<file path="src/rtl/branch_predictor.sv">
// branch_predictor: BHT of 2-bit saturating counters indexed by pc[IDX_W+1:2].
// An INIT sweep loads every counter with weak-not-taken (01) after reset. The
// predictor then serves one lookup and one resolution per cycle, raising a
// redirect pulse on a mispredict and counting mispredicts with saturation.
// Optional macro BP_BYPASS_EN: a lookup that hits the entry being updated in
// the same cycle returns the post-update counter instead of the stored one.
module branch_predictor #(
    parameter int unsigned BHT_ENTRIES = 64,
    parameter int unsigned DATA_SIZE   = 32
) (
    input  logic                 i_clk,
    input  logic                 i_rst,
    output logic                 o_ready,
    input  logic                 i_pred_valid,
    input  logic [DATA_SIZE-1:0] i_pred_pc,
    output logic                 o_pred_valid,
    output logic                 o_pred_taken,
    input  logic                 i_res_valid,
    input  logic [DATA_SIZE-1:0] i_res_pc,
    input  logic                 i_res_taken,
    input  logic                 i_res_pred_taken,
    input  logic [DATA_SIZE-1:0] i_res_target,
    output logic                 o_redirect,
    output logic [DATA_SIZE-1:0] o_redirect_pc,
    output logic [31:0]          o_mispredict_cnt
);

    localparam int unsigned IDX_W = $clog2(BHT_ENTRIES);
    localparam int unsigned CNT_W = 32;

    typedef enum logic {
        ST_INIT = 1'b0,
        ST_RUN  = 1'b1
    } state_t;

    state_t             state_q;
    state_t             state_d;
    logic [IDX_W-1:0]   sweep_q;
    logic [IDX_W-1:0]   sweep_d;
    logic               sweep_last;

    logic [1:0]         bht [BHT_ENTRIES];
    logic [IDX_W-1:0]   pred_idx;
    logic [IDX_W-1:0]   res_idx;
    logic [1:0]         pred_cnt;
    logic [1:0]         res_cnt;
    logic [1:0]         res_cnt_upd;
    logic               bht_we;
    logic [IDX_W-1:0]   bht_waddr;
    logic [1:0]         bht_wdata;

    logic               ready_q;
    logic               ready_d;
    logic               pred_valid_q;
    logic               pred_valid_d;
    logic               pred_taken_q;
    logic               pred_taken_d;
    logic               redirect_q;
    logic               redirect_d;
    logic [DATA_SIZE-1:0] redirect_pc_q;
    logic [DATA_SIZE-1:0] redirect_pc_d;
    logic [CNT_W-1:0]   mcnt_q;
    logic [CNT_W-1:0]   mcnt_d;

    // PC bits above and below the index field do not affect the table
    logic               unused_pred_pc_bits;
    assign unused_pred_pc_bits = ^{i_pred_pc[DATA_SIZE-1:IDX_W+2], i_pred_pc[1:0]};

    assign pred_idx   = i_pred_pc[IDX_W+1:2];
    assign res_idx    = i_res_pc[IDX_W+1:2];
    assign sweep_last = (sweep_q == IDX_W'(BHT_ENTRIES - 1));

    // Table read ports and saturating counter update for the resolving branch
    always_comb begin
        pred_cnt    = bht[pred_idx];
        res_cnt     = bht[res_idx];
        res_cnt_upd = res_cnt;
        if (i_res_taken) begin
            if (res_cnt != 2'b11) res_cnt_upd = res_cnt + 2'b01;
        end else begin
            if (res_cnt != 2'b00) res_cnt_upd = res_cnt - 2'b01;
        end
    end

    // FSM state register and sweep index
    always_ff @(posedge i_clk) begin
        if (i_rst) begin
            state_q <= ST_INIT;
            sweep_q <= '0;
        end else begin
            state_q <= state_d;
            sweep_q <= sweep_d;
        end
    end

    // FSM next state: sweep every entry once, then stay in RUN until reset
    always_comb begin
        state_d = state_q;
        sweep_d = sweep_q;
        case (state_q)
            ST_INIT: begin
                sweep_d = sweep_q + IDX_W'(1);
                if (sweep_last) state_d = ST_RUN;
            end
            ST_RUN:  state_d = ST_RUN;
            default: state_d = ST_INIT;
        endcase
    end

    // FSM outputs: table write port and next values of the registered outputs
    always_comb begin
        ready_d       = (state_d == ST_RUN);
        pred_valid_d  = 1'b0;
        pred_taken_d  = 1'b0;
        redirect_d    = 1'b0;
        redirect_pc_d = '0;
        mcnt_d        = mcnt_q;
        bht_we        = 1'b0;
        bht_waddr     = sweep_q;
        bht_wdata     = 2'b01;
        case (state_q)
            ST_INIT: begin
                bht_we    = 1'b1;
                bht_waddr = sweep_q;
                bht_wdata = 2'b01;
            end
            ST_RUN: begin
                if (i_pred_valid) begin
                    pred_valid_d = 1'b1;
                    pred_taken_d = pred_cnt[1];
`ifdef BP_BYPASS_EN
                    if (i_res_valid && (res_idx == pred_idx)) pred_taken_d = res_cnt_upd[1];
`endif
                end
                if (i_res_valid) begin
                    bht_we    = 1'b1;
                    bht_waddr = res_idx;
                    bht_wdata = res_cnt_upd;
                    if (i_res_taken != i_res_pred_taken) begin
                        redirect_d    = 1'b1;
                        redirect_pc_d = i_res_taken ? i_res_target
                                                    : DATA_SIZE'(i_res_pc + DATA_SIZE'(4));
                        if (mcnt_q != '1) mcnt_d = mcnt_q + CNT_W'(1);
                    end
                end
            end
            default: ;
        endcase
    end

    // Output registers; reset discards any pending redirect
    always_ff @(posedge i_clk) begin
        if (i_rst) begin
            ready_q       <= 1'b0;
            pred_valid_q  <= 1'b0;
            pred_taken_q  <= 1'b0;
            redirect_q    <= 1'b0;
            redirect_pc_q <= '0;
            mcnt_q        <= '0;
        end else begin
            ready_q       <= ready_d;
            pred_valid_q  <= pred_valid_d;
            pred_taken_q  <= pred_taken_d;
            redirect_q    <= redirect_d;
            redirect_pc_q <= redirect_pc_d;
            mcnt_q        <= mcnt_d;
        end
    end

    // Counter table: single write port shared by the init sweep and resolutions
    always_ff @(posedge i_clk) begin
        if (!i_rst && bht_we) bht[bht_waddr] <= bht_wdata;
    end

    assign o_ready          = ready_q;
    assign o_pred_valid     = pred_valid_q;
    assign o_pred_taken     = pred_taken_q;
    assign o_redirect       = redirect_q;
    assign o_redirect_pc    = redirect_pc_q;
    assign o_mispredict_cnt = mcnt_q;

endmodule
</file>
<file path="config.mk">
export PLATFORM = sky130hd
export DESIGN_NAME = branch_predictor
export DESIGN_NICKNAME = d
export VERILOG_FILES = /design/src/rtl/branch_predictor.sv
export SDC_FILE = /design/constraint.sdc
export NUM_CORES = 1
export LEC_CHECK = 0
export ABC_AREA = 1
export CORE_AREA = 10 10 165 229
export DETAILED_ROUTE_END_ITERATION = 10
export DIE_AREA = 0 0 175 239
export GPL_TIMING_DRIVEN = 0
export SETUP_SLACK_MARGIN = 0.02
export SLEW_MARGIN = 15
export SYNTH_ARGS = -nofsm -noshare
export SYNTH_HDL_FRONTEND = slang
export SYNTH_SLANG_ARGS = --single-unit
export TNS_END_PERCENT = 1
</file>
<file path="constraint.sdc">
create_clock -name i_clk -period 11.1 [get_ports i_clk]
set_input_delay 2.22 -clock i_clk [delete_from_list [all_inputs] [get_ports i_clk]]
set_output_delay 2.22 -clock i_clk [all_outputs]
set_load 0.01 [all_outputs]
</file>
Yosys cells after proc, flatten, opt, wreduce, memory -nomap -nowiden
Memories as Yosys holds them, arrays and structs flattened. A register that Yosys moved wholly into a read port is not among the register bits.
Index checks and enable logic that the tools add are counted.
Word-level totals
  output and inout bits: 68
  bits in registers: 73
  bits in writable memories: 128
  bits of input ports: 102
  memories kept: 1
Memory list
  bht: depth 64, bits a word 2, read ports 2, clocked after memory_dff 1, write ports 1, RTL line 42  | logic [1:0] bht [BHT_ENTRIES];
Cells by class
  equality and inequality tests: 4
  add/subtract/negate cells: 5
  multiplexer cells: 16
  reductions and logical operators: 8
  bitwise gates (word level): 4
Operators by type and width (count)
  32-bit by 1-bit adder with 32-bit output (second input constant): 1
  32-bit by 3-bit adder with 32-bit output (second input constant): 1
  32-bit two-way mux: 1
  32-bit inequality test (second input constant): 1
  6-bit one-hot mux with 2 select lines: 1
  2-bit two-way mux: 4
  6-bit by 1-bit adder with 6-bit output (second input constant): 1
  6-bit equality test (second input constant): 1
  1-bit two-way mux: 6
  6-bit two-way mux: 1
  3-bit OR reduction: 2
  1-bit NOT: 4
  1-bit one-hot mux with 2 select lines: 2
  2-bit one-hot mux with 2 select lines: 1
  4-bit AND reduction: 1
  4-bit OR reduction: 1
  2-bit by 1-bit adder with 2-bit output (second input constant): 1
  2-bit inequality test (second input constant): 1
  2-bit nonzero test: 1
  2-bit OR reduction: 1
  2-bit by 1-bit subtractor with 2-bit output (second input constant): 1
  1-bit logical AND: 1
  1-bit zero test: 1
  1-bit inequality test: 1

Logic depth before layout (Yosys ltp)
Gate-level depths: netlist of the first run.
An unclocked memory read counts as a cell.
  depth in word-level cells: 6
  depth in mapped cells: 17

Least setup slack after synthesis of the first run
OpenSTA, ideal clock, no wires.
  kind: input to register
  start point: in i_res_pc[2]
  end point: mem bht[0][1], data pin
  data arrival time: 4.749 ns
  stages: 11
  setup time: 0.499 ns
  required time: 10.601 ns
  path slack: 5.852 ns
  path through: buf_2 buf_4 buf_4 o21ai_0 o211ai_1 nand3_1 nand2_1 nand3_1 nand2_1 a21oi_1 nor2_1
On the way
  cells in the longest elaborated chain, start to end: 6
  elaborated cells between the ends (all ways): 10
RTL lines
  from (decl): RTL line 19  | input logic [DATA_SIZE-1:0] i_res_pc,
  memory 64 x 2 bit *
  2-bit by 1-bit subtractor with 2-bit output, or another cell as far along: RTL line 81  | if (res_cnt != 2'b00) res_cnt_upd = res_cnt - 2'b01;
  2-bit two-way mux (on tied branches): RTL line 81, 79
  2-bit two-way mux *: RTL line 78  | if (i_res_taken) begin
  2-bit two-way mux *: RTL line 135  | if (i_res_valid) begin
  2-bit one-hot mux with 2 select lines *: RTL line 121  | case (state_q)
  net bht_wdata[1]: RTL line 50  | logic [1:0] bht_wdata;
  to (decl): RTL line 42
The timed path passes the listed nets; every way through them passes the cells marked *.

Worst setup path after layout of the first run
  start point: in i_res_pc[3]
  end point: mem bht[63][1], data pin
The elaborated chain is that of the path after synthesis.

==> impl_metrics.env, run 1 <==
export IMPL_yosys_area_share_simple_pct=29.5
export IMPL_synthXorXnorAreaFrac_pct=3.54
export IMPL_finalWirelength_um=37400
export IMPL_p_seq_share_pct=48.2
export IMPL_clkTransAtPathRegs_ns=0.06
export IMPL_syn_nets=1448
export IMPL_whs_path_depth=2
export IMPL_setup_tns_ns=0
export IMPL_synth_edf_count=128
export IMPL_setup_worst_path_class="in -> reg"
export IMPL_ios=170
export IMPL_die_h_um=239
export IMPL_fillerInstances=3466
export IMPL_finalInstanceArea_um2=13300
export IMPL_grt_use_total_pct=17.4
export IMPL_pwr_density_cell_nw_per_um2=123
export IMPL_max_freq_mhz=196
export IMPL_syn2layout_area_growth_pct=25.4
export IMPL_synth_top_family_by_area="simple AND/OR/NAND/NOR gates"
export IMPL_netlist_top_cells_count="nand2_1 (326), nor2_1 (219), edfxtp_1 (128), inv_1 (119), nand3_1 (101)"
export IMPL_synth_adder_area_share_pct=0.353
export IMPL_rows=80
export IMPL_power_switching_share_pct=24.9
export IMPL_ctsHoldBuffers=0
export IMPL_synth_compound_area_share_pct=9.25
export IMPL_crit_fanout=35
export IMPL_rsz0062_at_grt="false"
export IMPL_vias_per_cell=5.02
export IMPL_grt_overflow=0
export IMPL_vias=9933
export IMPL_maxSlewViolCount=0
export IMPL_yosysTopAreaCell="edfxtp_1"
export IMPL_cts_max_path_buffers=3
export IMPL_antenna_found_initial=0
export IMPL_cts_htree_levels=1
export IMPL_synth_mux_area_share_pct=0
export IMPL_syn_inst=1343
export IMPL_port_buffers=141
export IMPL_fin_worst_skew_ns=0.0340
export IMPL_hold_violations=0
export IMPL_grt_first_pass_wirelength_um=57300
export IMPL_finalPower_uw=1650
export IMPL_synth_most_common_cell="nand2_1"
export IMPL_drt_wirelength_per_cell_um=18.9
export IMPL_cts_root_buf="clkbuf_16"
export IMPL_hold_end="sweep_q[5]"
export IMPL_reg2regPathDepth=7
export IMPL_r2r_end="bht[59][0]"
export IMPL_cts_resized_gates=0
export IMPL_intPower_uw=1230
export IMPL_clock_latency_ns=0.54
export IMPL_synth_cell_types=42
export IMPL_vdd_drop_max_mv=0.0686
export IMPL_cts_inserted_buffers=23
export IMPL_postSynth_asyncResetShare_pct=0
export IMPL_grt_max_degree=37
export IMPL_cap_violations=0
export IMPL_dp_cells=1937
export IMPL_period_minus_slack_ns=5.11
export IMPL_dpl_hpwl_um=28000
export IMPL_cts_sinks=202
export IMPL_status="complete, no violations"
export IMPL_post_route_period_util_pct=46.0
export IMPL_ant_nets=0
export IMPL_diodes=0
export IMPL_power_leakage_uw=0.00529
export IMPL_dr_pass1_iters=5
export IMPL_reg2reg_slack_ns=8.48
export IMPL_layout_nets=1616
export IMPL_place_congestion=1.03
export IMPL_comb_power_share_pct=9.1
export IMPL_worstPathArrival_ns=5.45
export IMPL_worst_setup_path_start_kind="primary input"
export IMPL_worstPathRequired_ns=11.44
export IMPL_drive_gt1_share_pct=7.59
export IMPL_synth_top_area_share_pct=36.2
export IMPL_grt_pass1_vias=10000
export IMPL_slew_headroom_pct=47.1
export IMPL_core_area_um2=33600
export IMPL_min_delay_path_class="reg -> reg"
export IMPL_power_frac_clock_pct=42.7
export IMPL_finalNonFillerCells=1979
export IMPL_reg2reg_from="o_ready"
export IMPL_first_iter_violations=761
export IMPL_synth_yosys_seq_area_share_pct=50.1
export IMPL_synth_area_top_cells="edfxtp_1 (36%), dfxtp_1 (14%), nand2_1 (12%)"
export IMPL_worst_setup_path_end_kind="flip-flop"
export IMPL_ys_warn_count=0
export IMPL_tritoncts="done"
export IMPL_initial_core_util_pct=31.6
export IMPL_synth_area_um2=10600
export IMPL_synth_avg_cell_area_um2=7.91
export IMPL_worstMarginPinSlew_ns=0.791
export IMPL_ys_seq_elements=202
export IMPL_post_cts_buffers=0
export IMPL_drc_errors=0
export IMPL_die_area_um2=41800
export IMPL_placed_cell_area_um2=12600
export IMPL_min_from="sweep_q[5]"
export IMPL_die_w_um=175
export IMPL_setup_violations_final=0
export IMPL_synth_ff_type="edfxtp_1"
export IMPL_p_sw_uw=410
-- logic make-up (layout without fill, tap and decap cells) --
| group | Yosys count | in the layout |
|---|---|---|
| xor gates and xnor gates | 43 | 43 |
| buffers and inverters | 187 | 372 |
| adders and majority gates | 3 | 3 |
| DFF | 202 | 202 |
| and+or+nand+nor | 731 | 731 |
| AOI/OAI and AO/OA | 177 | 177 |
-- cell type report --
class | count | area (µm²) | area share [%]
Buffer | 50 | 255 | 1.92
Clock buffer | 31 | 617 | 4.63
Clock inverter | 11 | 60.1 | 0.451
Inverter | 137 | 514 | 3.86
Multi-Input combinational cell | 954 | 4540 | 34.1
Sequential cell | 202 | 5330 | 40.0
Tap cell | 451 | 564 | 4.23
Timing Repair Buffer | 143 | 1450 | 10.9
-- how the worst max path moves through the flow --
stage,start,end,slack (ns),depth (start not counted)
after detailed placement,i_res_pc[3],bht[63][1],5.49,12
after floorplan,i_res_pc[2],bht[0][1],5.85,11
after global placement,i_res_pc[3],bht[63][1],2.68,11
final,i_res_pc[3],bht[63][1],5.99,12
after global routing,i_res_pc[3],bht[63][1],5.83,12
after CTS,i_res_pc[3],bht[63][1],6.05,12
-- stage by stage --
stage                     setup slack [ns]  utilization (%)  hold WS [ns]
after floorplan                       5.85                -         0.444
after global placement                2.68             37.5         0.469
after detailed placement              5.49             37.6         0.467
after CTS                             6.05             39.6         0.476
after global routing                  5.83             39.6         0.516
final                                 5.99             39.6         0.471
-- sequential cells by signal (all words and copies together) (netlist names) --
signal,flops
o_pred_valid,1
bht,128
o_mispredict_cnt,32
o_pred_taken,1
o_redirect,1
sweep_q,6
o_ready,1
o_redirect_pc,32
-- layout by cell type, fill, tap and decap left out, types with 4 or more instances in the layout --
| cell | Yosys | final |
|---|---|---|
| o211ai_1 | 17 | 17 |
| nor4_2 | 6 | 6 |
| nor2_1 | 219 | 218 |
| o21ai_0 | 72 | 72 |
| nor3_1 | 23 | 23 |
| nand4_1 | 18 | 18 |
| clkinv_2 | 0 | 5 |
| edfxtp_1 | 128 | 128 |
| o221ai_1 | 4 | 4 |
| o21bai_1 | 4 | 4 |
| nand2_1 | 326 | 325 |
| clkinv_1 | 3 | 6 |
| inv_2 | 15 | 15 |
| a21oi_1 | 63 | 63 |
| dfxtp_1 | 74 | 74 |
| inv_1 | 119 | 119 |
| buf_1 | 4 | 4 |
| xor2_1 | 34 | 34 |
| clkdlybuf4s50_1 | 0 | 141 |
| buf_6 | 4 | 4 |
| o21ai_1 | 11 | 11 |
| clkbuf_1 | 16 | 22 |
| nand2_2 | 5 | 6 |
| nor2_2 | 8 | 8 |
| xnor2_1 | 9 | 9 |
| nand3_2 | 4 | 4 |
| nor4_1 | 4 | 4 |
| buf_2 | 24 | 24 |
| nand3_1 | 101 | 101 |
| clkbuf_16 | 0 | 23 |
-- critical path, cell delays in order --
cell and delay, ns:
clkdlybuf4s50_1 0.48, buf_2 0.27, buf_1 0.60, o21ai_0 0.24
o21ai_0 0.27, a21oi_1 0.11, nand2_1 0.08, nand3_1 0.09
nand2_1 0.09, a21oi_1 0.06, nor2_4 0.64, buf_12 0.28
-- power by group through the flow --
stage | clock, µW | combinational [µW] | sequential (µW)
after global placement | 0 | 145 | 809
after global routing | 745 | 161 | 792
after CTS | 714 | 147 | 792
after floorplan | 0 | 75.5 | 808
after detailed placement | 0 | 146 | 809
final | 703 | 150 | 792
-- routing by layer --
metal | global-route usage [%] | routed length (µm) | vias up
met5 | 0 | 0 | -
met4 | 10.5 | 2200 | 0
met3 | 4.16 | 3040 | 128
met2 | 30.2 | 17900 | 511
met1 | 18.9 | 14200 | 4527
li1 | - | - | 4767
Note: power is estimated with default switching activity, not from simulation.
==> run 2, diff against run 1 <==
==> constraint.sdc (replaced) <==
create_clock -name i_clk -period 4.6 [get_ports i_clk]
set_input_delay 0.92 -clock i_clk [delete_from_list [all_inputs] [get_ports i_clk]]
set_output_delay 0.92 -clock i_clk [all_outputs]
set_load 0.01 [all_outputs]
==> results of run 2 <==
The final DEF is identical to that of run 1. Status: complete, no violations.
Among the figures that moved: setup slack after placement 5.49 ns -> 0.287 ns; setup slack after layout 5.99 ns -> 0.794 ns; register-to-register setup slack 8.48 ns -> 1.98 ns; total power 1650 µW -> 3970 µW; worst IR drop on VDD 0.0686 mV -> 0.166 mV
==> run 3, diff against run 2 <==
==> constraint.sdc (replaced) <==
create_clock -name i_clk -period 4 [get_ports i_clk]
set_input_delay 0.8 -clock i_clk [delete_from_list [all_inputs] [get_ports i_clk]]
set_output_delay 0.8 -clock i_clk [all_outputs]
set_load 0.01 [all_outputs]
==> results of run 3 <==
The final DEF is identical to that of run 1. Status: complete, no violations.
Among the figures that moved: setup slack after placement 5.49 ns -> -0.193 ns; setup slack after layout 5.99 ns -> 0.314 ns; register-to-register setup slack 8.48 ns -> 1.38 ns; total power 1650 µW -> 4570 µW; worst IR drop on VDD 0.0686 mV -> 0.190 mV
